==> src/rtl/viterbi_decoder.sv <==
// Hard-decision Viterbi decoder for the rate-1/2 K=3 (7,5) code.
// Register-exchange survivors; one decoded bit per accepted symbol.
module viterbi_decoder #(
    parameter int TB_DEPTH = 16,
    parameter int PM_W     = 6
) (
    input  logic            clk,
    input  logic            reset,
    input  logic            code_valid,
    input  logic [1:0]      code_in,
    output logic            data_valid,
    output logic            data_out,
    output logic [PM_W-1:0] pm_best
);

    localparam int CW = $clog2(TB_DEPTH);
    localparam logic [PM_W-1:0] PM_INIT = PM_W'(2 ** (PM_W - 2));
    localparam logic [PM_W:0] PM_MAX = {1'b0, {PM_W{1'b1}}};
    localparam logic [CW-1:0] CNT_LAST = CW'(TB_DEPTH - 1);

    logic [PM_W-1:0]     pm       [4];
    logic [PM_W-1:0]     pre      [4];
    logic [PM_W-1:0]     pm_nxt   [4];
    logic [PM_W:0]       cand0    [4];
    logic [PM_W:0]       cand1    [4];
    logic                sel      [4];
    logic [TB_DEPTH-1:0] path     [4];
    logic [TB_DEPTH-1:0] path_nxt [4];
    logic [PM_W-1:0]     pm_min;
    logic [1:0]          best;
    logic [CW-1:0]       cnt;

    // Metric of predecessor p plus Hamming distance of code c to the
    // symbol the encoder emits when input d leaves state p.
    function automatic logic [PM_W:0] cand(
        input logic [PM_W-1:0] m,
        input logic [1:0]      c,
        input logic [1:0]      p,
        input logic            d
    );
        logic [1:0] x;
        x = c ^ {d ^ p[1], d ^ p[0] ^ p[1]};
        return {1'b0, m} + (PM_W+1)'(x[0]) + (PM_W+1)'(x[1]);
    endfunction

    always_comb begin
        for (int n = 0; n < 4; n++) begin
            logic [1:0] ns;
            logic [1:0] p0;
            logic [1:0] p1;
            logic [PM_W:0] raw;
            ns = 2'(n);
            p0 = {1'b0, ns[1]};
            p1 = {1'b1, ns[1]};
            cand0[n] = cand(pm[p0], code_in, p0, ns[0]);
            cand1[n] = cand(pm[p1], code_in, p1, ns[0]);
            sel[n] = cand1[n] < cand0[n];
            raw = sel[n] ? cand1[n] : cand0[n];
            pre[n] = (raw > PM_MAX) ? PM_MAX[PM_W-1:0] : raw[PM_W-1:0];
            path_nxt[n] = {path[sel[n] ? p1 : p0][TB_DEPTH-2:0], ns[0]};
        end
    end

    // Strict compare keeps the lowest index on ties.
    always_comb begin
        pm_min = pre[0];
        best = 2'd0;
        for (int n = 1; n < 4; n++) begin
            if (pre[n] < pm_min) begin
                pm_min = pre[n];
                best = 2'(n);
            end
        end
        for (int n = 0; n < 4; n++) begin
            pm_nxt[n] = pre[n] - pm_min;
        end
    end

    always_ff @(posedge clk) begin
        if (!reset) begin
            data_valid <= 1'b0;
            data_out <= 1'b0;
            pm_best <= '0;
            cnt <= '0;
            pm[0] <= '0;
            for (int n = 1; n < 4; n++) pm[n] <= PM_INIT;
            for (int n = 0; n < 4; n++) path[n] <= '0;
        end else if (code_valid) begin
            data_valid <= (cnt == CNT_LAST);
            data_out <= path_nxt[best][TB_DEPTH-1];
            pm_best <= pm_min;
            if (cnt != CNT_LAST) cnt <= cnt + 1'b1;
            for (int n = 0; n < 4; n++) begin
                pm[n] <= pm_nxt[n];
                path[n] <= path_nxt[n];
            end
        end else begin
            data_valid <= 1'b0;
        end
    end

endmodule

==> config.mk <==
export PLATFORM = sky130hd
export DESIGN_NAME = viterbi_decoder
export DESIGN_NICKNAME = d
export VERILOG_FILES = /design/src/rtl/viterbi_decoder.sv
export SDC_FILE = /design/constraint.sdc
export NUM_CORES = 1
export LEC_CHECK = 0
export BUFFER_PORTS_ARGS = -buffer_cell sky130_fd_sc_hd__buf_2
export CAP_MARGIN = 20
export CELL_PAD_IN_SITES_DETAIL_PLACEMENT = 0
export CELL_PAD_IN_SITES_GLOBAL_PLACEMENT = 2
export CORE_UTILIZATION = 38
export CTS_CLUSTER_SIZE = 25
export DETAILED_ROUTE_END_ITERATION = 16
export PLACE_DENSITY = 0.83
export SLEW_MARGIN = 20
export SYNTH_ARGS = -nofsm -noshare
export SYNTH_HDL_FRONTEND = slang
export SYNTH_SLANG_ARGS = --single-unit
==> constraint.sdc <==
create_clock -name clk -period 8.3 [get_ports clk]
set_input_delay 0 -clock clk [delete_from_list [all_inputs] [get_ports clk]]
set_output_delay 0 -clock clk [all_outputs]
set_load 0.005 [all_outputs]
==> flow_metrics.tcl <==
set metrics [dict create \
    holdPathStages 2 \
    seq_area_um2 2630 \
    postCtsHoldBufs 0 \
    clockBufferDepth 2 \
    yosysSeqAreaShare_pct 34.6 \
    core_area_um2 19500 \
    hold_end "path[1][0]" \
    setup_violations 0 \
    cts_tree "built" \
    crit_path_end_kind "register" \
    grt_pass1_vias 6125 \
    die_w_um 143 \
    clkSinkCount 92 \
    area_growth_pct 12.4 \
    arrival_ps 8190 \
    path_clk_slew_ps 80 \
    ant_nets 0 \
    rows 51 \
    syn_avg_cell_area_um2 9.34 \
    hold_viol_final 0 \
    drt-vias-per-instance 5.51 \
    ys_ff_latch 92 \
    fill_cells 1967 \
    max_stage_delay_ps 460 \
    synth_cell_types 79 \
    antenna_found_initial 0 \
    rr_worst_depth 32 \
    hp-class "in -> reg" \
    fin_nets 908 \
    grt_use_total_pct 21.5 \
    gp_congestion 0.933 \
    synth_async_sr_flop_share_pct 0 \
    start_kind "register" \
    syn_nets 881 \
    die_y_um 143 \
    worstHoldStart "reset" \
    synth_edf_count 79 \
    hpwl_mm 15.5 \
    reg2reg_setup_slack_ps 300 \
    post_dp_cell_area_um2 8030 \
    r2r-end "pm[0][4]" \
    wl_per_cell_um 18.8 \
    clock.fmax_mhz 125 \
    wl_mm 20.9 \
    die-area_um2 20600 \
    tightestPinTransition_ps 1080 \
    fin_crit_sh_pct 96.4 \
    cts_htree_levels 3 \
    r2r-start "pm[2][0]" \
    clock-root-buffer "clkbuf_16" \
    cp_max_fo 20 \
    grt_max_degree 80 \
    yosysWarningCount 0 \
    ys.flop_type "edfxtp_1" \
    min_period_ps 8000 \
    n_antenna_cell 0 \
    clkLatencyLatePin_ps 360 \
    drive_gt1_share_pct 15.0 \
    maxSlewViolCount 0 \
    drcViolationCount 0 \
    first_iter_violations 408 \
    crit_type "reg -> reg" \
    start_util_pct 38.9 \
    multi_input_area_um2 4740 \
    skew_ps 10.4 \
    outcome "completed" \
    drt-pass1-iter-count 4 \
    grt-ovfl-total 0 \
    final_cell_area_um2 8540 \
    synth.area.top_cells "edfxtp_1, mux2i_1, ha_1, nor2_1, xnor2_1" \
    netlist.area_leader.share_pct 31.2 \
    cts_buffers 9 \
    maxSlewHeadroom_pct 28.3 \
    syn_area_um2 7600 \
    grt_pass1_wl_mm 33.3 \
    numPortBuffers 12 \
    slowest_stage "fa_1" \
    vias 6123 \
    required_ps 8490 \
    crit_top_cell "ha_1" \
    synthCells 814 \
    yosys.area.top_type "edfxtp_1" \
    drv_cap 0 \
    io_pins 13 \
    setup.worst_path.start "pm[2][0]" \
]
==> sequential cells by signal (all words and copies together), names as in the netlist <==
name	flops
path	56
data_valid	1
pm_best	6
pm	24
cnt	4
data_out	1
==> final cells by class <==
class                   count  share of cell area [%]
flip-flops and latches     92                    30.8
inverters                  46                    2.02
well taps                 265                    3.88
repair buffers             51                    4.32
clock buffers               9                    2.64
clock inverters             7                   0.791
multi-input cells         641                    55.5
==> kinds of logic (layout without fill, tap and decap cells) <==
| kind of cell | Yosys count | count (layout) | synth area share (%) |
|---|---|---|---|
| AND/OR/NAND/NOR | 286 | 286 | 17.8 |
| AO/OA/AOI/OAI | 148 | 148 | 13.6 |
| flip-flops | 92 | 92 | 34.6 |
| multiplexers | 87 | 87 | 11.8 |
| buffers and inverters | 81 | 113 | 4.46 |
| adder cells (fa/ha/maj) | 64 | 64 | 11.3 |
| XOR/XNOR | 56 | 56 | 6.45 |
==> Yosys cell counts, drive strengths merged (19+ instances only) <==
cell type / number
ha: 54
nor2: 111
a21oi: 35
mux2i: 78
nand3: 33
xor2: 19
o21ai: 42
nand2: 61
edfxtp: 79
inv: 46
clkbuf: 23
xnor2: 37
==> stage by stage <==
stage	utilization (%)	setup slack, ps	instances	hold WS (ps)	TNS (ps)
after floorplan	-	94.2	814	284	0
after global placement	41.1	-165	1081	386	-796
after detailed placement	41.1	-449	1081	385	-3200
after CTS	42.8	31.6	1100	6.39	0
after global routing	43.8	-52.1	1111	24.2	-136
final	43.8	297	1111	13.6	0
==> critical path, delay by kind of cell (launching register included) <==
family	cells	cell delay, ps
mux	3	760
compound gates	14	3210
buf+inv	2	330
simple gates	5	860
flops	1	410
xor+xnor	1	140
fa+ha+maj	7	2120
==> what timing repair did <==
item / 4_1_cts / 5_1_grt
pin swaps: 1 / 8
gates resized for setup: 3 / 29
buffers inserted: 3 / 11
setup endpoints to repair: 11 / 19
==> worst max-delay path by stage <==
stage / to / slack (ps)
2_1_floorplan: pm[3][5] / 90
3_3_place_gp: pm[3][4] / -170
3_5_place_dp: pm[3][5] / -450
4_1_cts: pm[0][4] / 30
5_1_grt: pm[3][5] / -50
6_report: pm[0][4] / 300
==> metal layers <==
metal | routed length (um) | part of all wire [%] | GRT usage (%) | vias up
met2 | 9590 | 46 | 34.5 | 126
met3 | 652 | 3.1 | 2.43 | 41
met5 | 0 | 0 | 0 | -
met1 | 10000 | 48 | 29.5 | 2973
li1 | - | - | - | 2983
met4 | 627 | 3.0 | 8.17 | 0
==> cell usage in the layout (no fill, tap or decap), types with 5 or more instances in the layout <==
cell type	instances
a21oi_1	28
a21oi_2	6
a31oi_1	6
and2_1	11
and3_1	13
buf_2	12
buf_4	37
clkbuf_16	9
dfxtp_1	13
edfxtp_1	79
fa_1	7
ha_1	50
inv_1	42
mux2_2	7
mux2i_1	75
nand2_1	60
nand2b_1	11
nand3_1	32
nand4_1	7
nor2_1	108
nor2b_1	6
nor3_1	9
o21a_1	8
o21ai_0	30
o21ai_1	10
or2_2	5
xnor2_1	37
xor2_1	19
Power is left out: the tool's default activity adds up to more than one toggle a clock period on the data nets, which glitch-free logic cannot reach.
